$ cat config.mk
export PLATFORM = sky130hd
export DESIGN_NAME = simd_booth_sequencer
export DESIGN_NICKNAME = d
export VERILOG_FILES = /design/src/rtl/simd_booth_pkg.sv /design/src/rtl/booth_lane_recode.sv /design/src/rtl/simd_booth_sequencer.sv
export SDC_FILE = /design/constraint.sdc
export NUM_CORES = 1
export LEC_CHECK = 0
export CAP_MARGIN = 20
export CORE_AREA = 2 2 107 109
export CTS_CLUSTER_SIZE = 12
export DETAILED_ROUTE_END_ITERATION = 7
export DIE_AREA = 0 0 109 111
export GPL_ROUTABILITY_DRIVEN = 0
export PLACE_DENSITY_LB_ADDON = 0.12
export SLEW_MARGIN = 30
export SYNTH_ARGS = -nofsm -noshare
export SYNTH_HDL_FRONTEND = slang
export SYNTH_HIERARCHICAL = 1
export SYNTH_SLANG_ARGS = --single-unit
$ cat constraint.sdc
create_clock -name clk -period 3.85 [get_ports clk]
set_clock_uncertainty 0.15 [all_clocks]
set_input_delay 0.77 -clock clk [delete_from_list [all_inputs] [get_ports clk]]
set_output_delay 0.77 -clock clk [all_outputs]
set_load 0.01 [all_outputs]
$ cat src/rtl/simd_booth_pkg.sv
// -----------------------------------------------------------------------------
// simd_booth_pkg
// Shared definitions for the SIMD Booth multiplier sequencer:
//   - mode encodings (one 16-bit, two 8-bit or four 4-bit signed lanes)
//   - lane / register geometry
//   - iteration count per mode
//   - sequencer FSM state encodings
// -----------------------------------------------------------------------------
package simd_booth_pkg;

    // Lane-mode encodings, shared with the downstream adder/subtractor.
    localparam logic [1:0] MODE_16  = 2'b00;
    localparam logic [1:0] MODE_8   = 2'b01;
    localparam logic [1:0] MODE_4   = 2'b10;
    localparam logic [1:0] MODE_ILL = 2'b11;

    // Recoding is done at nibble granularity; wider lanes replicate the
    // Booth pair across the nibbles they own.
    localparam int unsigned NIB_W   = 4;
    localparam int unsigned NUM_NIB = 4;

    // Partial-product register width: four 4-bit lanes of {A, Q, q-1}.
    localparam int unsigned Z_W = 36;

    // Iterations per mode equal the lane width.
    localparam logic [4:0] ITER_16 = 5'd16;
    localparam logic [4:0] ITER_8  = 5'd8;
    localparam logic [4:0] ITER_4  = 5'd4;

    // Sequencer FSM states.
    typedef logic [1:0] state_t;
    localparam state_t IDLE = 2'd0;
    localparam state_t RUN  = 2'd1;
    localparam state_t DONE = 2'd2;

    // Number of Booth iterations for a given mode (0 for the illegal mode).
    function automatic logic [4:0] iter_count(input logic [1:0] m);
        logic [4:0] n;
        case (m)
            MODE_16: n = ITER_16;
            MODE_8:  n = ITER_8;
            MODE_4:  n = ITER_4;
            default: n = 5'd0;
        endcase
        return n;
    endfunction

endpackage

$ cat src/rtl/booth_lane_recode.sv
// -----------------------------------------------------------------------------
// booth_lane_recode
// Radix-2 Booth recoder for one multiplicand slice.
//   q0      : current multiplier LSB of the owning lane
//   q_m1    : previously shifted-out multiplier bit (q-1) of the owning lane
//   m_lane  : multiplicand slice
//   flag    : 1 = subtract, 0 = add (or no-op)
//   m_gated : multiplicand slice for add/subtract, zero for a Booth no-op
// -----------------------------------------------------------------------------
module booth_lane_recode
    import simd_booth_pkg::*;
#(
    parameter int unsigned W = NIB_W
) (
    input  logic         q0,
    input  logic         q_m1,
    input  logic [W-1:0] m_lane,
    output logic         flag,
    output logic [W-1:0] m_gated
);

    // Pair 10 subtracts, 01 adds, 00/11 pass A through unchanged (add 0).
    assign flag    = q0 & ~q_m1;
    assign m_gated = (q0 ^ q_m1) ? m_lane : '0;

endmodule

$ cat src/rtl/simd_booth_sequencer.sv
// -----------------------------------------------------------------------------
// simd_booth_sequencer
// Iterative Booth control/datapath stage in front of the SIMD adder/subtractor.
// Owns the 36-bit Z partial-product register, recodes each lane's Booth pair,
// takes back the combinational sum, arithmetic-right-shifts each lane and
// sequences one 16x16, two 8x8 or four 4x4 signed multiplies.
//
// Ports:
//   clk          system clock, rising edge
//   rst          synchronous, active-high reset
//   start        request; accepted only in IDLE with mode_in != 2'b11
//   mode_in      00 = 1x16, 01 = 2x8, 10 = 4x4, 11 = illegal
//   multiplicand packed signed lanes
//   multiplier   packed signed lanes
//   mode         latched mode, to the adder/subtractor
//   Z            partial-product register, to the adder/subtractor
//   M_out        per-lane multiplicand, or 0 for a Booth no-op
//   flags        per-nibble subtract flags
//   sum          adder/subtractor result for the current Z/M_out/flags
//   busy         high while iterating
//   done         one-cycle pulse when product becomes valid
//   product      packed lane products, lane k at [2w(k+1)-1 : 2wk]
// -----------------------------------------------------------------------------
module simd_booth_sequencer
    import simd_booth_pkg::*;
(
    input  logic            clk,
    input  logic            rst,
    input  logic            start,
    input  logic [1:0]      mode_in,
    input  logic [15:0]     multiplicand,
    input  logic [15:0]     multiplier,
    output logic [1:0]      mode,
    output logic [Z_W-1:0]  Z,
    output logic [15:0]     M_out,
    output logic [3:0]      flags,
    input  logic [15:0]     sum,
    output logic            busy,
    output logic            done,
    output logic [31:0]     product
);

    state_t               state;
    logic [4:0]           count;
    logic [1:0]           mode_q;
    logic [15:0]          mcand_q;
    logic [Z_W-1:0]       z_q;
    logic [31:0]          product_q;

    logic [NUM_NIB-1:0]   q0_nib;
    logic [NUM_NIB-1:0]   qm1_nib;
    logic [NUM_NIB-1:0]   flag_nib;
    logic [15:0]          m_nib;

    logic [Z_W-1:0]       z_load;
    logic [Z_W-1:0]       z_shift;
    logic [31:0]          prod_pack;

    // -------------------------------------------------------------------------
    // Booth pair per nibble. Each nibble gets the pair of the lane that owns
    // it. Outside RUN the pair is forced to 00, which zeroes M_out and flags.
    // -------------------------------------------------------------------------
    always_comb begin
        // NOTE: every output of a combinational block gets a default first so
        // that no path leaves it unassigned and a latch is never inferred.
        q0_nib  = '0;
        qm1_nib = '0;
        if (state == RUN) begin
            case (mode_q)
                MODE_16: begin
                    q0_nib  = {4{z_q[1]}};
                    qm1_nib = {4{z_q[0]}};
                end
                MODE_8: begin
                    q0_nib  = {{2{z_q[18]}}, {2{z_q[1]}}};
                    qm1_nib = {{2{z_q[17]}}, {2{z_q[0]}}};
                end
                MODE_4: begin
                    for (int k = 0; k < 4; k++) begin
                        q0_nib[k]  = z_q[9*k + 1];
                        qm1_nib[k] = z_q[9*k];
                    end
                end
                default: begin
                    q0_nib  = '0;
                    qm1_nib = '0;
                end
            endcase
        end
    end

    for (genvar g = 0; g < NUM_NIB; g++) begin : g_recode
        booth_lane_recode #(
            .W (NIB_W)
        ) u_recode (
            .q0      (q0_nib[g]),
            .q_m1    (qm1_nib[g]),
            .m_lane  (mcand_q[NIB_W*g +: NIB_W]),
            .flag    (flag_nib[g]),
            .m_gated (m_nib[NIB_W*g +: NIB_W])
        );
    end

    // -------------------------------------------------------------------------
    // Initial lane image: A = 0, Q = multiplier lane, q-1 = 0. Unused top
    // bits of Z stay zero in the wider modes.
    // -------------------------------------------------------------------------
    always_comb begin
        z_load = '0;
        case (mode_in)
            MODE_16: z_load = {3'b0, 16'b0, multiplier, 1'b0};
            MODE_8:  z_load = {2'b0, 8'b0, multiplier[15:8], 1'b0,
                               8'b0, multiplier[7:0], 1'b0};
            MODE_4: begin
                for (int k = 0; k < 4; k++)
                    z_load[9*k +: 9] = {4'b0, multiplier[4*k +: 4], 1'b0};
            end
            default: z_load = '0;
        endcase
    end

    // -------------------------------------------------------------------------
    // One iteration: each lane becomes asr({sum slice, Q, q-1}, 1). The sum
    // slice's sign bit is replicated inside its own lane only, so nothing
    // crosses a lane boundary.
    // -------------------------------------------------------------------------
    always_comb begin
        z_shift = z_q;
        case (mode_q)
            MODE_16: z_shift = {3'b0, sum[15], sum, z_q[16:1]};
            MODE_8: begin
                z_shift[35:34] = 2'b0;
                z_shift[33:17] = {sum[15], sum[15:8], z_q[25:18]};
                z_shift[16:0]  = {sum[7],  sum[7:0],  z_q[8:1]};
            end
            MODE_4: begin
                for (int k = 0; k < 4; k++)
                    z_shift[9*k +: 9] = {sum[4*k + 3], sum[4*k +: 4],
                                         z_q[9*k + 1 +: 4]};
            end
            default: z_shift = z_q;
        endcase
    end

    // Packed product taken from the final shifted lanes ({A, Q} per lane).
    always_comb begin
        prod_pack = '0;
        case (mode_q)
            MODE_16: prod_pack = z_shift[32:1];
            MODE_8:  prod_pack = {z_shift[33:18], z_shift[16:1]};
            MODE_4: begin
                for (int k = 0; k < 4; k++)
                    prod_pack[8*k +: 8] = z_shift[9*k + 1 +: 8];
            end
            default: prod_pack = '0;
        endcase
    end

    // -------------------------------------------------------------------------
    // Sequencer. The multiplicand is captured with the request so operand
    // changes during RUN cannot disturb an operation in flight.
    // -------------------------------------------------------------------------
    always_ff @(posedge clk) begin
        // NOTE: state registers use non-blocking assignments so every register
        // samples pre-edge values, independent of statement order.
        if (rst) begin
            state     <= IDLE;
            count     <= '0;
            mode_q    <= '0;
            mcand_q   <= '0;
            z_q       <= '0;
            product_q <= '0;
        end else begin
            case (state)
                IDLE: begin
                    if (start && (mode_in != MODE_ILL)) begin
                        mode_q  <= mode_in;
                        mcand_q <= multiplicand;
                        z_q     <= z_load;
                        count   <= iter_count(mode_in);
                        state   <= RUN;
                    end
                end
                RUN: begin
                    z_q   <= z_shift;
                    count <= count - 5'd1;
                    if (count == 5'd1) begin
                        product_q <= prod_pack;
                        state     <= DONE;
                    end
                end
                DONE:    state <= IDLE;
                default: state <= IDLE;
            endcase
        end
    end

    assign mode    = mode_q;
    assign Z       = z_q;
    assign M_out   = m_nib;
    assign flags   = flag_nib;
    assign busy    = (state == RUN);
    assign done    = (state == DONE);
    assign product = product_q;

endmodule

=== After elaboration in Yosys (flattened, before gate mapping) ===
Cells that the tools add are included.

* Output and inout port bits: 92
* Memories: 0
* Bits in writable memories: 0
* Bits in latches: 0
* Register bits after elaboration: 93
* Bits in read-only memories: 0
* Input bits: 53

* Mux-type cells: 19
* Multipliers: 0
* $lt $le $gt $ge: 0
* Bitwise logic cells: 12
* Eq/ne operators: 11
* Shift operators: 0
* Divide/modulo/power cells: 0
* Reductions and logical operators: 10
* Add/subtract/negate cells: 1

{| class="wikitable"
|+ Operators with widths
! cell !! count
|-
| case mux 32 bit (3 select lines) || 2
|-
| case mux 36 bit (3 select lines) || 1
|-
| case mux 36 bit (2 select lines) || 1
|-
| two-way mux 36 bit || 1
|-
| two-way mux 4 bit || 6
|-
| case mux 4 bit (3 select lines) || 2
|-
| case mux 5 bit (3 select lines) || 1
|-
| case mux 5 bit (2 select lines) || 1
|-
| AND reduction 2 bit || 4
|-
| == test 2 x 1 -> 1 bit (second input constant) || 3
|-
| == test 2 bit (second input constant) || 3
|-
| logical NOT 2 bit || 3
|-
| == test 5 x 1 -> 1 bit (second input constant) || 1
|-
| two-way mux 5 bit || 1
|-
| subtractor 5 x 1 -> 5 bit (second input constant) || 1
|-
| AND 1 bit || 4
|-
| two-way mux 2 bit || 2
|-
| inequality test 2 bit (second input constant) || 2
|-
| inequality test 4 x 1 -> 1 bit (second input constant) || 1
|-
| inverter 1 bit || 4
|-
| case mux 2 bit (2 select lines) || 1
|-
| XOR 1 bit || 4
|-
| AND reduction 3 bit || 1
|-
| inequality test 2 x 1 -> 1 bit (second input constant) || 1
|-
| other kinds (2) || 2
|}

=== Logic depth before layout (Yosys ltp) ===
Gate-level depths: netlist of run 1.

* Depth after elaboration: 5
* Mapped depth: 11

=== By module ===
The synthesis of run 1 kept the hierarchy.

{| class="wikitable"
|+ By module, submodules not included
! module !! cells each !! times used !! area an instance (µm²)
|-
| simd_booth_sequencer || 657 || 1 || 5106.1
|-
| booth_lane_recode || 6 || 4 || 41.3
|}

=== Worst setup path after synthesis of run 1 ===
No wires, ideal clock.

* Path type: reg-to-output
* Start point: register mode_q[1] (netlist: mode[1])
* End point: output port M_out[4]
* Buffers on the path: 3
* Arrival time: 2.242 ns
* Stages on the path, launching flop included: 10
* Path slack: 0.688 ns
* Required time: 2.930 ns
* Path through: dfxtp_1 ha_1 clkbuf_1 clkbuf_1 buf_1 a22oi_1 nor2_1 inv_1 ha_1 nor2b_1

* Cells in the longest elaborated chain, start to end: 5

{| class="wikitable"
|+ Ends and longest elaborated chain
! element !! RTL line !! source
|-
| start, declared || simd_booth_sequencer.sv:45 || <nowiki>logic [1:0] mode_q;</nowiki>
|-
| start signal, assigned || simd_booth_sequencer.sv:177 || <nowiki>mode_q <= mode_in;</nowiki>
|-
| == test 2 bit (tied with other cells) || simd_booth_sequencer.sv:69 || <nowiki>case (mode_q)</nowiki>
|-
| case mux 4 bit (3 select lines) (*) || simd_booth_sequencer.sv:69 ||
|-
| two-way mux 4 bit (*) || simd_booth_sequencer.sv:68 || <nowiki>if (state == RUN) begin</nowiki>
|-
| via qm1_nib[1] || simd_booth_sequencer.sv:51 || <nowiki>logic [NUM_NIB-1:0] qm1_nib;</nowiki>
|-
| XOR 1 bit (*) || booth_lane_recode.sv:24 || <nowiki>assign m_gated = (q0 ^ q_m1) ? m_lane : '0;</nowiki>
|-
| two-way mux 4 bit (*) || booth_lane_recode.sv:24 ||
|-
| end, declared || simd_booth_sequencer.sv:35 || <nowiki>output logic [15:0] M_out,</nowiki>
|}

The timed path passes the listed nets; every way through them passes the cells marked *.

=== Worst setup path in the final report of run 1 ===
* Start point: register mode_q[1] (netlist: mode[1])
* End point: output port M_out[13]

Same word-level chain as after synthesis.

==> flow_metrics.tcl, run 1 <==
set metrics [dict create \
    ys_seq_elements 93 \
    cellPowerDensity_nw_per_um2 364 \
    initial_utilization_pct 47.6 \
    cp_max_fo 27 \
    min_period_ns 3.66 \
    power_switching_uw 797 \
    cts_tree "done" \
    path_delay_family "buffers and inverters" \
    syn_inst 681 \
    endpoint_kind "output pin" \
    syn_to_final_growth_pct 34.5 \
    synth_mux_area_share_pct 1.16 \
    yosys_warnings 6 \
    grt_pass1_wl_um 29700 \
    core_um2 11100 \
    rsz0062_at_grt "false" \
    overflow 0 \
    fmax_ghz 0.273 \
    numCtsBuffers 9 \
    synth_edf_count 0 \
    multi_input_area_um2 3120 \
    syn_nets 744 \
    hold_depth 2 \
    power_frac_seq_pct 41.5 \
    cap_viol_max_count 0 \
    dieArea_um2 12100 \
    htree_num_levels 3 \
    wl_per_cell_um 19.9 \
    finalSetupViolCount 0 \
    post-route-cell-area_um2 7090 \
    tns_ns 0 \
    worstMarginPinSlew_ns 0.919 \
    clk_pin_slew_ns 0.07 \
    cts.sinks 93 \
    synthFlopType "dfxtp_1" \
    slew_violations 0 \
    ir_drop_v 0.000285 \
    place.port_buffers 144 \
    path_class "flop to output pin" \
    diodes 0 \
    cp.depth 10 \
    synthArstFlopShare_pct 0 \
    worstPathRequired_ns 2.93 \
    fp-row-count 39 \
    path_cells "inv_1 -> ha_1 -> buf_4 -> a22oi_1 -> nor2_1 -> a31o_2 -> inv_1 -> ha_1 -> nor2b_1 -> clkdlybuf4s50_1" \
    fill_cells 973 \
    drcViolationCount 0 \
    syn_area_um2 5270 \
    critPathLaunchType "flop" \
    clock_latency_ns 0.34 \
    synthAdderAreaFrac_pct 2.37 \
    synth.avg_cell_area_um2 7.74 \
    arrival_ns 2.74 \
    die_y_um 111 \
    grt_use_total_pct 31.1 \
    vias_per_cell 6.30 \
    max_stage_delay_ns 0.56 \
    drive_gt1_share_pct 6.63 \
    yosysTopAreaCell "dfxtp_1" \
    timing.final.hold_violations 0 \
    reg2regPathDepth 6 \
    setup_slack_ns 0.193 \
    antenna_found_initial 0 \
    p_clk_share_pct 34.2 \
    cp_num_buf_inv 4 \
    grt_pass1_vias 5562 \
    synth_top_family_by_area "compound AO/OA/AOI/OAI gates" \
    netlist_top_cells_area "dfxtp_1 (35%), a21oi_1 (7.2%), nand2_1 (6.4%)" \
    ios 145 \
    seqCellArea_um2 1860 \
    synth_compound_area_share_pct 32.2 \
    synth_cell_types 64 \
    die_w_um 109 \
    final_core_util_pct 64.0 \
    intPower_uw 1780 \
    cts_setup_buffers 0 \
    dpl_cell_area_um2 6790 \
    seq_area_frac_synth_pct 35.3 \
    grt_max_degree 59 \
    vias 5936 \
    ant_nets 0 \
    power_frac_comb_pct 24.3 \
    dpl.hpwl_um 13000 \
    yosysTopAreaCellShare_pct 35.3 \
    drt_wl_total_um 18800 \
    drt-pass1-iter-count 6 \
    finalPower_uw 2580 \
    synth-simple-area-share_pct 23.0 \
    status "finished clean" \
    power_leakage_uw 0.00249 \
    final_net_count 858 \
    relSlewSlack_pct 38.6 \
    clk_path_buf_depth 2 \
    netSwitchingFraction_pct 30.9 \
    synth_xor_area_share_pct 0 \
    slowest_stage "clkdlybuf4s50_1" \
    fin_crit_sh_pct 95.0 \
    cts_root_buf "clkbuf_16" \
    hp-class "flop to flop" \
    drtIter0Drc 661 \
    place_ws_ns 0.402 \
]
[final timing paths]
check                                  from          end  slack, ns
worst max register to register      mode[1]  product[16]       0.85
worst max-delay path                mode[1]    M_out[13]       0.19
worst min register to register  mcand_q[14]  mcand_q[14]       0.31
worst min-delay path            mcand_q[14]  mcand_q[14]       0.31
[cell usage after synthesis (6+ instances only)]
library cell  count
a211oi_1          9
a21oi_1          76
a221o_1           7
a221oi_1         11
a222oi_1          7
a22oi_1          28
a2bb2oi_1        12
a31oi_1          14
a32oi_1          16
and2_1            8
buf_1             7
buf_2            10
clkbuf_1         39
dfxtp_1          93
ha_1             10
inv_1            17
nand2_1          90
nand2b_1         14
nand3_1          20
nor2_1           41
nor2b_1          28
nor3_1           13
nor3b_1           6
o21ai_0          35
[sequential cells by signal, indices dropped and copies added, names as in the netlist]
signal	cells
Z	36
count	5
mcand_q	16
mode	2
product	32
state	2
[kinds of logic (layout without fill, tap and decap cells)]
kind of cell | Yosys count | in the layout
multiplexers | 6 | 6
adder cells (fa/ha/maj) | 10 | 10
buffers and inverters | 76 | 194
flip-flops | 93 | 93
AO/OA/AOI/OAI | 251 | 251
AND/OR/NAND/NOR | 245 | 245
[worst reg2reg max path, cell delays in order, from the launching register on]
cell and delay (ns):
dfxtp_2 0.38, ha_2 0.20, buf_4 0.48, inv_1 0.59, a2bb2oi_1 0.31, a222oi_1 0.61, o21ai_0 0.15
[layer usage]
metal	GRT usage (%)	vias to the layer above	routed length [um]
met2	49.3	352	8920
met3	6.64	46	1870
met4	10.6	0	432
met1	41.7	2788	7550
met5	0	-	0
li1	-	2750	-
[power by group through the flow]
stage	registers, uW	logic, uW	clock network, uW
CTS	1070	613	888
detailed placement	1090	608	0
floorplan	1090	340	0
global placement	1090	597	0
global route	1080	674	928
finish	1070	627	882
[cells in the final DEF (no fill, tap or decap), types with 3 or more instances in the layout]
master	synthesis	final
a31oi_1	14	14
nor3_1	13	12
clkbuf_16	0	9
a32oi_1	16	16
or2_2	4	3
inv_1	17	17
nand3_1	20	20
ha_1	10	8
a222oi_1	7	7
nand4_1	4	4
o21ai_0	35	35
o21a_1	3	3
nor2b_1	28	28
o221ai_1	5	5
a221o_1	7	7
mux2i_1	5	5
o22ai_1	5	5
a21oi_1	76	76
a221oi_1	11	11
a2bb2oi_1	12	12
nand2_1	90	90
nor2_1	41	41
a31o_2	4	4
nor3b_1	6	5
dfxtp_1	93	91
clkdlybuf4s50_1	0	143
nand2b_1	14	14
a211oi_1	9	9
buf_4	1	16
and2_1	8	8
a22oi_1	28	28
[per-stage QoR]
stage          hold WS, ns  instances
6_report             0.306        942
5_1_grt              0.323        942
4_1_cts              0.307        942
3_5_place_dp         0.297        927
3_3_place_gp         0.291        927
2_1_floorplan        0.282        681
[final cells by class]
| type | count | share of cell area (%) |
|---|---|---|
| clock inverters | 4 | 0.706 |
| multi-input cells | 512 | 44.0 |
| repair buffers | 161 | 22.2 |
| flip-flops and latches | 93 | 26.3 |
| clock buffers | 11 | 3.28 |
| well taps | 143 | 2.52 |
| inverters | 18 | 0.953 |
[repair_timing]
action,4_1_cts,5_1_grt
hold buffers,0,0
resized for setup,0,6
setup endpoints to repair,0,16
Note: power is estimated with default switching activity, not from simulation.
==> run 2: changes to the inputs <==
Settings changed: CTS_CLUSTER_DIAMETER set to 200.
==> results of run 2 <==
Same layout as run 1: the final DEF is identical, and so are final timing and power.
